### src/rtl/iris_seq_ctrl_if.sv
// Feature-stream and result-port bundle for iris_seq_ctrl.
// WIDTH_A and OUTWIDTH must match the parameters of the attached controller.
interface iris_seq_ctrl_if #(
  parameter int unsigned WIDTH_A  = 4,
  parameter int unsigned OUTWIDTH = 2
);
  logic                feat_valid;
  logic                feat_ready;
  logic [WIDTH_A-1:0]  feat_data;
  logic                res_valid;
  logic                res_ready;
  logic [OUTWIDTH-1:0] res_class;

  // Controller side: sinks features, sources results.
  modport slave (
    input  feat_valid, feat_data, res_ready,
    output feat_ready, res_valid, res_class
  );

  // Sample source / result consumer side.
  modport master (
    output feat_valid, feat_data, res_ready,
    input  feat_ready, res_valid, res_class
  );
endinterface

### src/rtl/iris_seq_ctrl.sv
// Sequencing controller for the combinational Iris classifier: gathers
// NUM_A feature words into the packed inp vector, waits SETTLE cycles for
// the classifier to resolve, then captures and presents the class code.
module iris_seq_ctrl #(
  parameter int unsigned NUM_A    = 4,
  parameter int unsigned WIDTH_A  = 4,
  parameter int unsigned OUTWIDTH = 2,
  parameter int unsigned SETTLE   = 2,
  parameter int unsigned CNTW     = 16
) (
  input  logic                       clk,
  input  logic                       rst,
  iris_seq_ctrl_if.slave             bus,
  output logic [NUM_A*WIDTH_A-1:0]   inp,
  input  logic [OUTWIDTH-1:0]        out,
  output logic                       busy,
  output logic [CNTW-1:0]            sample_cnt
);

  localparam int unsigned IDXW  = (NUM_A > 1) ? $clog2(NUM_A) : 1;
  localparam int unsigned CNTSW = $clog2(SETTLE + 1);
  localparam logic [IDXW-1:0]  IDX_LAST = IDXW'(NUM_A - 1);
  localparam logic [CNTSW-1:0] CNT_LAST = CNTSW'(SETTLE - 1);

  typedef enum logic [1:0] {
    ST_LOAD   = 2'd0,
    ST_SETTLE = 2'd1,
    ST_HOLD   = 2'd2
  } state_t;

  state_t                          state_q, state_d;
  logic [IDXW-1:0]                 idx_q, idx_d;
  logic [CNTSW-1:0]                cnt_q, cnt_d;
  logic [NUM_A-1:0][WIDTH_A-1:0]   lane_q;
  logic                            lane_we;
  logic                            res_valid_q, res_valid_d;
  logic [OUTWIDTH-1:0]             res_class_q, res_class_d;
  logic [CNTW-1:0]                 sample_cnt_q, sample_cnt_d;
  logic                            feat_ready_c;
  logic                            accept_c;

  // Ready is a decode of the state so it rises in the first cycle after reset
  // release; it is forced low while reset is held.
  assign feat_ready_c = (state_q == ST_LOAD) && !rst;
  assign accept_c     = bus.feat_valid && feat_ready_c;

  // Next-state and register-update decode.
  always_comb begin
    state_d      = state_q;
    idx_d        = idx_q;
    cnt_d        = cnt_q;
    lane_we      = 1'b0;
    res_valid_d  = res_valid_q;
    res_class_d  = res_class_q;
    sample_cnt_d = sample_cnt_q;
    case (state_q)
      ST_LOAD: begin
        if (accept_c) begin
          lane_we = 1'b1;
          if (idx_q == IDX_LAST) begin
            idx_d   = '0;
            cnt_d   = '0;
            state_d = ST_SETTLE;
          end else begin
            idx_d = idx_q + IDXW'(1);
          end
        end
      end
      ST_SETTLE: begin
        cnt_d = cnt_q + CNTSW'(1);
        if (cnt_q == CNT_LAST) begin
          res_class_d = out;
          res_valid_d = 1'b1;
          state_d     = ST_HOLD;
        end
      end
      ST_HOLD: begin
        if (res_valid_q && bus.res_ready) begin
          res_valid_d  = 1'b0;
          sample_cnt_d = sample_cnt_q + CNTW'(1);
          state_d      = ST_LOAD;
        end
      end
      default: begin
        state_d = ST_LOAD;
      end
    endcase
  end

  // State and control registers.
  always_ff @(posedge clk) begin
    if (rst) begin
      state_q      <= ST_LOAD;
      idx_q        <= '0;
      cnt_q        <= '0;
      res_valid_q  <= 1'b0;
      res_class_q  <= '0;
      sample_cnt_q <= '0;
    end else begin
      state_q      <= state_d;
      idx_q        <= idx_d;
      cnt_q        <= cnt_d;
      res_valid_q  <= res_valid_d;
      res_class_q  <= res_class_d;
      sample_cnt_q <= sample_cnt_d;
    end
  end

  // Feature lanes; untouched lanes keep the previous sample's value.
  always_ff @(posedge clk) begin
    if (rst) begin
      lane_q <= '0;
    end else if (lane_we) begin
      lane_q[idx_q] <= bus.feat_data;
    end
  end

  assign bus.feat_ready = feat_ready_c;
  assign bus.res_valid  = res_valid_q;
  assign bus.res_class  = res_class_q;
  assign inp            = lane_q;
  assign sample_cnt     = sample_cnt_q;
  assign busy           = !rst && ((state_q != ST_LOAD) || (idx_q != '0));

endmodule

### src/flat_wrapper.sv
// flat-port wrapper written by rule: the top's interface ports become plain ports
module iris_seq_ctrl_flat 
#(
  parameter int unsigned NUM_A    = 4,
  parameter int unsigned WIDTH_A  = 4,
  parameter int unsigned OUTWIDTH = 2,
  parameter int unsigned SETTLE   = 2,
  parameter int unsigned CNTW     = 16
)
  (clk, rst, inp, out, busy, sample_cnt, bus_feat_valid, bus_feat_data, bus_res_ready, bus_feat_ready, bus_res_valid, bus_res_class);
  iris_seq_ctrl_if #(.WIDTH_A(WIDTH_A), .OUTWIDTH(OUTWIDTH)) bus_i ();
  input  logic clk;
  input  logic rst;
  output logic [NUM_A*WIDTH_A-1:0] inp;
  input  logic [OUTWIDTH-1:0] out;
  output logic busy;
  output logic [CNTW-1:0] sample_cnt;
  input wire logic [$bits(bus_i.feat_valid)-1:0] bus_feat_valid;
  input wire logic [$bits(bus_i.feat_data)-1:0] bus_feat_data;
  input wire logic [$bits(bus_i.res_ready)-1:0] bus_res_ready;
  output wire logic [$bits(bus_i.feat_ready)-1:0] bus_feat_ready;
  output wire logic [$bits(bus_i.res_valid)-1:0] bus_res_valid;
  output wire logic [$bits(bus_i.res_class)-1:0] bus_res_class;
  assign bus_i.feat_valid = bus_feat_valid;
  assign bus_i.feat_data = bus_feat_data;
  assign bus_i.res_ready = bus_res_ready;
  assign bus_feat_ready = bus_i.feat_ready;
  assign bus_res_valid = bus_i.res_valid;
  assign bus_res_class = bus_i.res_class;
  iris_seq_ctrl #(.NUM_A(NUM_A), .WIDTH_A(WIDTH_A), .OUTWIDTH(OUTWIDTH), .SETTLE(SETTLE), .CNTW(CNTW)) u_core (.clk(clk), .rst(rst), .bus(bus_i), .inp(inp), .out(out), .busy(busy), .sample_cnt(sample_cnt));
endmodule
### config.mk
export PLATFORM = sky130hd
export DESIGN_NAME = iris_seq_ctrl_flat
export DESIGN_NICKNAME = d
export VERILOG_FILES = /design/src/rtl/iris_seq_ctrl_if.sv /design/src/rtl/iris_seq_ctrl.sv /design/src/flat_wrapper.sv
export SDC_FILE = /design/constraint.sdc
export NUM_CORES = 1
export LEC_CHECK = 0
export ABC_CLOCK_PERIOD_IN_PS = 2400
export CAP_MARGIN = 10
export CORE_ASPECT_RATIO = 0.8
export CORE_MARGIN = 2
export CORE_UTILIZATION = 48
export DETAILED_ROUTE_END_ITERATION = 7
export GPL_TIMING_DRIVEN = 0
export PLACE_DENSITY = 0.77
export SETUP_SLACK_MARGIN = 0.4
export SLEW_MARGIN = 20
export SYNTH_ARGS = -nofsm -noshare
export SYNTH_HDL_FRONTEND = slang
export SYNTH_SLANG_ARGS = --single-unit
### constraint.sdc
create_clock -name clk -period 2.4 [get_ports clk]
set_input_delay 0.48 -clock clk [delete_from_list [all_inputs] [get_ports clk]]
set_output_delay 0.48 -clock clk [all_outputs]
set_load 0.02 [all_outputs]
# Word level (Yosys, flattened, before mapping)
# Cells that the tools add are included.
[classes]
mux = 17
n_eq_ne = 8
reduce_logical = 18
n_addsub = 3
order_cmp = 2
[ops]
columns = ["operator", "n"]
rows = [
  ["$add 16x1->16 const B", 1],
  ["$bwmux 16", 1],
  ["$mux 2", 7],
  ["$demux 4 s2", 1],
  ["$reduce_bool 2->1", 4],
  ["$ne 2x1->1 const B", 3],
  ["$pmux 2 s3", 1],
  ["$reduce_and 2->1", 3],
  ["$reduce_and 3->1", 2],
  ["$logic_and 1x1->1", 5],
  ["$add 2x1->2 const B", 2],
  ["$eq 2x1->1 const B", 2],
  ["$eq 2x2->1 const B", 2],
  ["$mux 1", 4],
  ["$mux 4", 1],
  ["$pmux 2 s2", 1],
  ["$reduce_and 4->1", 1],
  ["$lt 2x3->1 const B", 1],
  ["$ge 2x1->1 const B", 1],
  ["$logic_not 2->1", 1],
  ["$ne 2x2->1 const B", 1],
  ["$pmux 1 s2", 1],
  ["$logic_not 1->1", 1],
  ["$logic_or 1x1->1", 1],
]
[word_totals]
in_bits = 10
word_cells = 58
regBits = 41

# Depth between registers and ports, before layout
# Gate-level depths: netlist (run 1).
[depth]
word_depth = 5
depth_mapped = 7

# Worst setup path after synthesis (run 1)
# Ideal clock, no wire load.
[synth_path]
kind = "register to register"
start = "register u_core.state_q[0]"
end = "register u_core.sample_cnt_q[15] (netlist: u_core.sample_cnt[15])"
t_arrival_ps = 1793
stages_incl_launch_ff = 7
setup_ps = 70
n_path_buf = 0
slack_ps = 538
synth_period_minus_slack_ps = 1862
cell_sequence = "dfxtp_1 -> inv_1 -> ha_1 -> nand3_2 -> or4_4 -> or3_1 -> a21oi_1"
[synth_via]
elab_chain_len = 2
[synth_lines]
columns = ["item", "line", "source"]
rows = [
  ["start, declared", "iris_seq_ctrl.sv:31", "state_t state_q, state_d;"],
  ["start signal, assigned", "iris_seq_ctrl.sv:100", "state_q <= state_d;"],
  ["$eq 2x2->1", "iris_seq_ctrl.sv:56", "case (state_q)"],
  ["$reduce_and 2->1 (no source line)", "-", ""],
  ["end signal, assigned", "iris_seq_ctrl.sv:105", "sample_cnt_q <= sample_cnt_d;"],
  ["end, declared", "iris_seq_ctrl.sv:38", "logic [CNTW-1:0] sample_cnt_q, sample_cnt_d;"],
]
# Every way passes these cells.
# A chain may end at the register's enable or synchronous reset.

# Worst setup path in the final report (run 1)
[layout_path]
start = "input port bus_res_ready"
end = "register u_core.sample_cnt_q[15] (netlist: u_core.sample_cnt[15])"
[layout_via]
elab_chain_len = 2
[layout_lines]
columns = ["item", "line", "source"]
rows = [
  ["start, declared", "flat_wrapper.sv:20", "input wire logic [$bits(bus_i.res_ready)-1:0] bus_res_ready;"],
  ["$logic_and 1x1->1", "iris_seq_ctrl.sv:78", "if (res_valid_q && bus.res_ready) begin"],
  ["$reduce_and 2->1 (no source line)", "-", ""],
]
# Every way passes these cells.

==> results.json, run 1 <==
{
  "grt_pass1_vias": 1288,
  "worstPathArrival_ns": 2.15,
  "place_ws_ns": -0.0112,
  "fin_skew_ns": 0.00336,
  "finalSetupViolCount": 0,
  "dp_hpwl_mm": 2.72,
  "crit_path_end_kind": "register",
  "status": "complete, no violations",
  "p_sw_mw": 0.483,
  "place_inst": 284,
  "fin_nets": 271,
  "clk_latency_ns": 0.30,
  "drive_gt1_share_pct": 10.3,
  "clk_pin_slew_ns": 0.08,
  "critical_path_class": "in2reg",
  "avgSynthCellArea_um2": 9.20,
  "antenna_found_initial": 0,
  "met1_length_mm": 1.89,
  "p_comb_share_pct": 22.0,
  "required_ns": 2.64,
  "cp.depth": 5,
  "synth_cell_type_count": 30,
  "portBuffers": 45,
  "yosys-top-cells-area": "dfxtp_1, mux2i_1, nor2_1, ha_1, xnor2_1",
  "cts_hold_buf": 0,
  "min_path_cells": 2,
  "postSynthCellCount": 197,
  "grt_max_degree": 15,
  "p_per_area_nw_per_um2": 678,
  "vias": 1504,
  "cts_root_buffer": "clkbuf_8",
  "die_w_um": 72.7,
  "p_leak_nw": 0.990,
  "rsz0062_at_grt": "true",
  "period_share_pct": 79.8,
  "power_frac_seq_pct": 44.4,
  "multi_input_area_um2": 960,
  "cp_max_fo": 5,
  "register_area_um2": 822,
  "fin_crit_ns": 1.91,
  "coreArea_um2": 3520,
  "stdcell_count": 294,
  "place.gp.congestion": 0.719,
  "grt_use_total_pct": 18.8,
  "tightest_slew_ns": 0.521,
  "top_layer_used": "met4",
  "cts_sinks": 41,
  "synthToLayoutAreaGrowth_pct": 37.1,
  "first_pass_iters": 4,
  "wl_met3_um": 312,
  "cpPeakStageDelay_ns": 0.53,
  "fillers": 294,
  "grt-ovfl-total": 0,
  "die_y_um": 59.0,
  "startpoint_type": "input pin",
  "vdd_ir_drop_max_mv": 0.542,
  "route.detailed.drc": 0,
  "grt_pass1_wl_mm": 6.02,
  "clockPowerShare_pct": 33.6,
  "seq_area_frac_synth_pct": 45.3,
  "cp.buffers_inverters": 1,
  "core.rowCount": 19,
  "ant_nets": 0,
  "maxCapViolCount": 0,
  "p_int_mw": 1.20,
  "synth-async-reset-ratio_pct": 0,
  "ys_seq_elements": 41,
  "start_util_pct": 51.5,
  "post-route-worst-setup-slack_ns": 0.486,
  "cts_tree": "done",
  "relSlewSlack_pct": 65.3,
  "yosysTopAreaCell": "dfxtp_1",
  "syn_nets": 217,
  "p_sw_share_pct": 28.6,
  "htree_levels": 2,
  "cts_buffers": 5,
  "drv_slew": 0,
  "reg2reg_depth": 6,
  "crit_slowest_cell": "clkdlybuf4s50_1",
  "layout.cells.most_common": "clkdlybuf4s50_1",
  "final_util_pct": 70.6,
  "rr_startpoint": "u_core.state_q[0]",
  "crit_family": "simple AND/OR/NAND/NOR gates",
  "dr.first_iter.drc_count": 31,
  "viasPerCell": 5.12,
  "yosys.area.top_type_share_pct": 45.3,
  "synth_enable_flop_cells": 0,
  "ios": 47,
  "wl_met2_mm": 1.64,
  "fmax_mhz": 522,
  "hp-start": "rst",
  "fp.dieArea_um2": 4290,
  "wl_per_cell_um": 13.2,
  "yosys_warnings": 0,
  "ys.flop_type": "dfxtp_1",
  "final_cell_mix": "clkdlybuf4s50_1, dfxtp_1, nor2_1, mux2i_1, nand2_1",
  "finalHoldViolCount": 0,
  "finalSetupTns_ns": 0,
  "netlist_area_um2": 1810,
  "hold_class": "in2reg",
  "antennaDiodeCount": 0,
  "clockBufferDepth": 2,
  "cp_cell_sequence": "clkdlybuf4s50_1 -> nand3_2 -> or4_4 -> or3_1 -> a21oi_1",
  "routed_wl_mm": 3.90,
  "startpoint": "bus_res_ready"
}
==> worst paths after layout <==
check,end,slack [ns]
worst max-delay path,u_core.sample_cnt[15],0.49
worst min-delay path,u_core.sample_cnt[15],0.38
worst max register to register,u_core.sample_cnt[15],0.54
worst min register to register,u_core.bus.res_class[0],0.45
==> cells by family (layout without fill, tap and decap cells) <==
kind of cell / after synthesis / after routing / synth area share, %
DFF: 41 / 41 / 45.3
xor gates and xnor gates: 11 / 11 / 5.31
buffers and inverters: 17 / 72 / 3.93
AOI/OAI and AO/OA: 19 / 19 / 6.14
adders and majority gates: 10 / 10 / 6.90
and+or+nand+nor: 79 / 79 / 21.3
muxes: 20 / 20 / 11.1
==> per-layer routing <==
metal / GRT usage (%) / vias to the layer above
li1: - / 777
met1: 24.7 / 686
met2: 26.8 / 35
met3: 9.52 / 6
met4: 6.35 / 0
met5: 0 / -
==> stage by stage <==
step	power, mW	hold slack [ns]	area [µm²]
floorplan	0.983	0.457	1810
global placement	1.10	0.442	2320
finish	1.69	0.375	2480
CTS	1.67	0.361	2440
global route	1.77	0.380	2480
detailed placement	1.11	0.447	2320
==> sequential cells by signal (all words and copies together), names as in the netlist <==
register              count
u_core.state_q            2
u_core.sample_cnt        16
u_core.bus.res_class      2
u_core.bus.res_valid      1
u_core.inp               16
u_core.cnt_q              2
u_core.idx_q              2
==> Yosys cell counts (4+ instances only) <==
library cell / number
mux2i_1: 19
nand3_1: 9
nand4_1: 4
a21oi_1: 11
nor2_1: 34
nand2_1: 13
xor2_1: 4
xnor2_1: 7
nor3_1: 4
inv_1: 11
ha_1: 10
clkbuf_1: 5
dfxtp_1: 41
==> what timing repair did <==
| action | 4_1_cts | 5_1_grt |
|---|---|---|
| endpoints found under the hold margin | 0 | 0 |
| endpoints found under the setup margin | 4 | 7 |
| gates resized for setup | 14 | 7 |
| pin swaps | 1 | 3 |
| buffers inserted | 0 | 2 |
==> final cells by class <==
class | count | share of cell area, %
Tap cell | 42 | 2.11
Multi-Input combinational cell | 139 | 38.6
Inverter | 11 | 1.66
Clock inverter | 3 | 1.86
Clock buffer | 5 | 2.77
Sequential cell | 41 | 33.1
Buffer | 6 | 1.36
Timing Repair Buffer | 47 | 18.5
==> power groups by stage <==
stage	Combinational, mW	Clock (mW)	Sequential, mW
floorplan	0.195	0	0.788
global placement	0.340	0	0.760
detailed placement	0.344	0	0.762
CTS	0.345	0.580	0.746
global route	0.409	0.609	0.755
finish	0.371	0.567	0.748
(Power assumes the default switching activity.)
==> run 2, diff against run 1 <==
--- a/config.mk
+++ b/config.mk
@@ -5,7 +5,7 @@
 export SDC_FILE = /design/constraint.sdc
 export NUM_CORES = 1
 export LEC_CHECK = 0
-export ABC_CLOCK_PERIOD_IN_PS = 2400
+export ABC_CLOCK_PERIOD_IN_PS = 1800
 export CAP_MARGIN = 10
 export CORE_ASPECT_RATIO = 0.8
 export CORE_MARGIN = 2
==> constraint.sdc (replaced) <==
create_clock -name clk -period 1.8 [get_ports clk]
set_input_delay 0.36 -clock clk [delete_from_list [all_inputs] [get_ports clk]]
set_output_delay 0.36 -clock clk [all_outputs]
set_load 0.02 [all_outputs]
==> run 2 against run 1 <==
Clock skew up 0.0059 ns. Die area unchanged. Utilization increased by 9.2 points. Combinational power grew 72%. Sequential power is 34% higher. Largest cell class unchanged. Largest power group unchanged.
==> results.json, run 2 (synthesis gave the netlist of run 1 again) <==
{
  "ant_nets": 0,
  "drv_slew": 0,
  "ios": 47,
  "first_pass_iters": 4,
  "finalSetupViolCount": 0,
  "finalPower_mw": 2.30,
  "place_inst": 284,
  "p_per_area_nw_per_um2": 820,
  "vdd_ir_drop_max_mv": 0.650,
  "p_leak_nw": 1.35,
  "antennaDiodeCount": 0,
  "tightest_slew_ns": 0.600,
  "routed_wl_mm": 4.79,
  "core.rowCount": 19,
  "grt_max_degree": 13,
  "clk_pin_slew_ns": 0.07,
  "synthToLayoutAreaGrowth_pct": 54.9,
  "crit_path_end_kind": "primary output",
  "required_ns": 1.44,
  "die_w_um": 72.7,
  "fin_skew_ns": 0.00927,
  "dp_hpwl_mm": 2.87,
  "antenna_found_initial": 0,
  "drive_gt1_share_pct": 28.8,
  "grt-ovfl-total": 0,
  "finalHoldViolCount": 0,
  "grt_use_total_pct": 21.9,
  "clk_latency_ns": 0.30,
  "clockBufferDepth": 2,
  "cts_root_buffer": "clkbuf_8",
  "portBuffers": 45,
  "htree_levels": 2,
  "dr.first_iter.drc_count": 60,
  "place.gp.congestion": 0.755,
  "wl_per_cell_um": 15.5,
  "period_share_pct": 93.5,
  "cts_tree": "done",
  "startpoint_type": "register",
  "layout.cells.most_common": "nor2_1",
  "coreArea_um2": 3520,
  "route.detailed.drc": 0,
  "fp.dieArea_um2": 4290,
  "fmax_mhz": 594,
  "stdcell_count": 309,
  "grt_pass1_vias": 1503,
  "worstPathArrival_ns": 1.32,
  "viasPerCell": 5.34,
  "fin_crit_ns": 1.68,
  "critical_path_class": "reg2out",
  "cts_sinks": 41,
  "fin_nets": 286,
  "cts_buffers": 5,
  "cp_max_fo": 7,
  "die_y_um": 59.0,
  "relSlewSlack_pct": 60.0,
  "hold_class": "in2reg",
  "final_cell_mix": "nor2_1, dlygate4sd2_1, dfxtp_1, mux2i_1",
  "status": "complete, no violations",
  "grt_pass1_wl_mm": 7.09,
  "maxCapViolCount": 0,
  "rsz0062_at_grt": "true",
  "vias": 1650,
  "start_util_pct": 51.5
}
[run 2: cell count changes in the layout (fill, tap and decap cells not counted), sizes merged]
cell           delta
buf              +15
bufinv            -1
clkbuf            +5
clkdlybuf4s15     +7
clkdlybuf4s50    -37
clkinvlp          -1
dlygate4sd2      +27
[run 2: what timing repair did]
action	in CTS	in global routing
pin swaps	9	17
cloned	0	0
setup endpoints to repair	66	43
gates resized for setup	64	34
setup buffers	9	8
hold buffers	0	0
[run 2: per-stage QoR]
step / hold slack (ns) / TNS (ns) / worst slack, ns / util (%) / area (µm²)
global placement: 0.445 / -2.48 / -0.359 / 69.3 / 2440
global route: 0.265 / 0 / 0.0537 / 79.8 / 2810
detailed placement: 0.446 / -2.79 / -0.412 / 69.3 / 2440
CTS: 0.268 / 0 / 0.0989 / 74.6 / 2620
floorplan: 0.457 / 0 / 0.227 / - / 1940
finish: 0.272 / 0 / 0.117 / 79.8 / 2810
[run 2: routing by layer]
| metal | global-route usage [%] | wire, µm | vias up |
|---|---|---|---|
| met5 | 0 | 0 | - |
| met1 | 29.1 | 2230 | 794 |
| met2 | 34.7 | 2280 | 40 |
| met4 | 7.94 | 17 | 0 |
| met3 | 5.61 | 256 | 2 |
| li1 | - | - | 814 |
[run 2: final timing paths]
check | to | slack [ns] | cells past startpoint | start
setup reg to reg | u_core.sample_cnt[15] | 0.12 | 6 | u_core.state_q[0]
hold / removal | u_core.sample_cnt[15] | 0.27 | 2 | rst
hold reg to reg | u_core.bus.res_class[0] | 0.45 | 2 | u_core.bus.res_class[0]
setup / recovery | busy | 0.12 | 5 | u_core.state_q[1]
[run 2: critical path: stages, from the launching register on]
cell	delay, ns
dfxtp_4	0.38
inv_4	0.06
ha_4	0.18
buf_8	0.13
a21oi_1	0.12
buf_4	0.16
[run 2: power by group]
group	total (mW)	internal, mW	switching (mW)
clock	0.661	0.346	0.314
combinational	0.638	0.297	0.341
sequential	1.00	0.953	0.0502
[run 2: final cells by class]
type / instances / area [µm²]
multi-input combinational: 139 / 1150
clock buffer: 7 / 96.3
inverter: 11 / 46.3
clock inverter: 1 / 5.00
buffer: 6 / 41.3
fill: 238 / 711
timing repair buffer: 62 / 547
tap: 42 / 52.6
sequential: 41 / 866
==> run 3, diff against run 2 <==
--- a/config.mk
+++ b/config.mk
@@ -10,6 +10,7 @@
 export CORE_ASPECT_RATIO = 0.8
 export CORE_MARGIN = 2
 export CORE_UTILIZATION = 48
+export CTS_CLUSTER_DIAMETER = 120
 export DETAILED_ROUTE_END_ITERATION = 7
 export GPL_TIMING_DRIVEN = 0
 export PLACE_DENSITY = 0.77
==> results of run 3 <==
No change in the layout: final DEF, timing and power equal those of run 2.
==> patch (flow settings as in run 3) <==
`WIDTH_A` is set to 4 in 3 places; all go to 3.
--- a/src/rtl/iris_seq_ctrl_if.sv
+++ b/src/rtl/iris_seq_ctrl_if.sv
@@ -2,5 +2,5 @@
 // WIDTH_A and OUTWIDTH must match the parameters of the attached controller.
 interface iris_seq_ctrl_if #(
-  parameter int unsigned WIDTH_A  = 4,
+  parameter int unsigned WIDTH_A  = 3,
   parameter int unsigned OUTWIDTH = 2
 );
--- a/src/rtl/iris_seq_ctrl.sv
+++ b/src/rtl/iris_seq_ctrl.sv
@@ -4,5 +4,5 @@
 module iris_seq_ctrl #(
   parameter int unsigned NUM_A    = 4,
-  parameter int unsigned WIDTH_A  = 4,
+  parameter int unsigned WIDTH_A  = 3,
   parameter int unsigned OUTWIDTH = 2,
   parameter int unsigned SETTLE   = 2,
--- a/src/flat_wrapper.sv
+++ b/src/flat_wrapper.sv
@@ -3,5 +3,5 @@
 #(
   parameter int unsigned NUM_A    = 4,
-  parameter int unsigned WIDTH_A  = 4,
+  parameter int unsigned WIDTH_A  = 3,
   parameter int unsigned OUTWIDTH = 2,
   parameter int unsigned SETTLE   = 2,
Interface: changed (resized bus_feat_data and inp); port bits go from 47 to 42. The function was not compared with the original's and may differ.
==> patch against run 3 <==
  * Synthesized area decreased by 7.0%
  * Core utilization is 1.9 points higher
  * Synthesized cell count is 5.1% lower
  * Clock skew down 0.0043 ns
  * Final cell count shrank 1.9%
  * Design area decreased by 1.0%
  * Routed wire length grew 11%
  * Sequential cell count down 4
  * Total power decreased by 6.7%
  * Fmax down 2.4%
  * Combinational power increased by 7.5%
  * Global-route usage up 2.5 points
  * Setup slack got worse by 0.042 ns
  * Critical path type is now reg -> reg
  * Largest power group unchanged
==> patch: results (changes against run 3) <==
[metrics] antenna violations before repair: 0 (unchanged)
[metrics] root buf cell: clkbuf_8
[metrics] area after detailed placement: 2250 um2 (-7.9%)
[metrics] global placer's final weighted congestion: 0.829 (+9.8%)
[metrics] nets: 279 (-2.4%)
[metrics] worst setup margin: 0.0755 ns (-0.0419 ns)
[metrics] Critical-path top delay cell: or4b_4
[metrics] flip-flop count of the largest register after layout: 16
[metrics] global-route wire length before repair: 7560 um (+6.7%)
[metrics] number of search-and-repair iterations in the first detailed-routing pass: 4 (unchanged)
[metrics] minimum hold slack: 0.457 ns (+0.185 ns)
[metrics] most numerous cell types in the synthesized netlist: dfxtp_1 (37), nor2_1 (31), mux2i_1 (15)
[metrics] CP peak stage delay: 0.51 ns (+0.13 ns)
[metrics] Sw Pwr: 692 uW (-2.0%)
[metrics] detailed router's first-iteration violation count: 43 (-28%)
[metrics] largest fanout of any net on the critical path: 5 (-2)
[metrics] ratio of cells with drive above 1 in the final layout: 0.372 (+0.0833)
[metrics] number of warnings issued by yosys: 0 (unchanged)
[metrics] worst-case setup slack after placement: -0.572 ns (-0.160 ns)
[metrics] largest net degree at the start of global routing: 12 (-1)
[metrics] wire per inst: 17.5 um (+13%)
[metrics] Mapped Nets: 206 (-5.1%)
[metrics] Clk Latency, worst-skew pair: 0.29 ns
[metrics] signal arrival time at the worst endpoint: 1.95 ns (+0.63 ns)
[metrics] cts bufs inserted: 5 (unchanged)
[metrics] cell types occupying the most area after synthesis: dfxtp_1 (44%), mux2i_1 (8.9%), ha_1 (7.4%)
[metrics] clock slew seen by the registers of the worst setup and hold paths: 0.07 ns (about the same)
[metrics] count of unique library cells instantiated by Yosys: 33 (+10%)
[metrics] Post-Route Skew: 0.00497 ns (-0.00430 ns)
[metrics] buffers from clock root to sink, at most: 2 (unchanged)
[metrics] Worst path top cell family by delay: simple AND/OR/NAND/NOR gates
[metrics] outcome: complete, no violations
[metrics] sequential-to-total area share from yosys stat: 0.439 (-0.0132)
[metrics] total of buffers placed on input and output ports: 41 (-8.9%)
[metrics] Clock H-tree levels: 2 (unchanged)
[metrics] number of diodes added for antenna fixing: 0 (unchanged)
[metrics] detailed placement HPWL: 2840 um (-0.85%)
[metrics] fraction of synthesis flops using an asynchronous set or reset pin: 0 (unchanged)
[metrics] Total Routing Usage GR: 0.243 (+0.0247)
[metrics] Leakage Power: 0.00132 uW (-2.1%)
[metrics] routed via count divided by cell count: 5.60 (+4.8%)
[metrics] path class of the lowest-slack min-delay path: reg -> reg
[metrics] actual slew at the worst max-slew pin: 0.569 ns (-0.0305 ns)
[metrics] via count of the first global-routing pass: 1612 (+7.3%)
[metrics] Peak VDD IR: 0.729 mV (+12%)
==> patch: changes by cell type after synthesis, sizes merged, moves of 2 or more <==
cell           run 3  this run
buf                1         3
clkbuf             5         3
dfxtp             41        37
mux2i             19        15
nand3             10        12
nand4              5         3
nor2              34        31
o21ai              3         1
or3                4         1
xnor2              7         9
xor2               4         2
==> patch: kinds of logic after synthesis <==
family / Yosys count / share of synthesized area
AOI/OAI and AO/OA: 19 / 0.0698
xor gates and xnor gates: 11 / 0.0572
adders and majority gates: 10 / 0.0742
buffers and inverters: 18 / 0.0408
DFF: 37 / 0.439
muxes: 16 / 0.0958
and+or+nand+nor: 76 / 0.223
==> patch: final cells by class <==
class | count | area [um2]
plain buffers | 6 | 61.3
clock buffers | 6 | 72.6
clock inverters | 2 | 10.0
fillers | 181 | 621
inverters | 12 | 52.6
multi-input cells | 132 | 1150
flip-flops and latches | 37 | 790
well taps | 42 | 52.6
repair buffers | 66 | 591
==> patch: worst min-delay path: stages (launching register included) <==
cell and delay, ns:
dfxtp_1 0.31, nand2_1 0.05, a21oi_1 0.05
==> patch: metrics by stage <==
stage	setup TNS (ns)	std cells	utilization
after floorplan	0	187	-
after global placement	-6.92	270	0.661
after detailed placement	-7.11	270	0.661
after CTS	0	295	0.754
after global routing	-0.00373	303	0.817
final	0	303	0.817
==> patch: per-layer routing <==
layer  part of all wire  global-route usage
met5                  0                   0
met1               0.41               0.281
met4              0.017               0.115
met3              0.063              0.0830
met2               0.51               0.410
==> patch: power by group through the flow <==
stage / combinational, uW / clock, uW / sequential, uW
2_1_floorplan: 254 / 0 / 935
3_3_place_gp: 419 / 0 / 906
3_5_place_dp: 441 / 0 / 910
4_1_cts: 542 / 564 / 894
5_1_grt: 725 / 603 / 904
6_report: 686 / 560 / 901
==> patch: worst paths after layout <==
kind | from | endpoint | depth (start not counted)
max reg2reg | u_core.sample_cnt[8] | u_core.sample_cnt[15] | 4
max | u_core.sample_cnt[8] | u_core.sample_cnt[15] | 4
min reg2reg | u_core.bus.res_class[1] | u_core.bus.res_class[1] | 2
min | u_core.bus.res_class[1] | u_core.bus.res_class[1] | 2
==> patch: what timing repair did <==
action                     4_1_cts  5_1_grt
cloned                           0        0
setup endpoints to repair       65       34
pin swaps                       10       21
setup buffers                   17        8
resized for setup               79       38
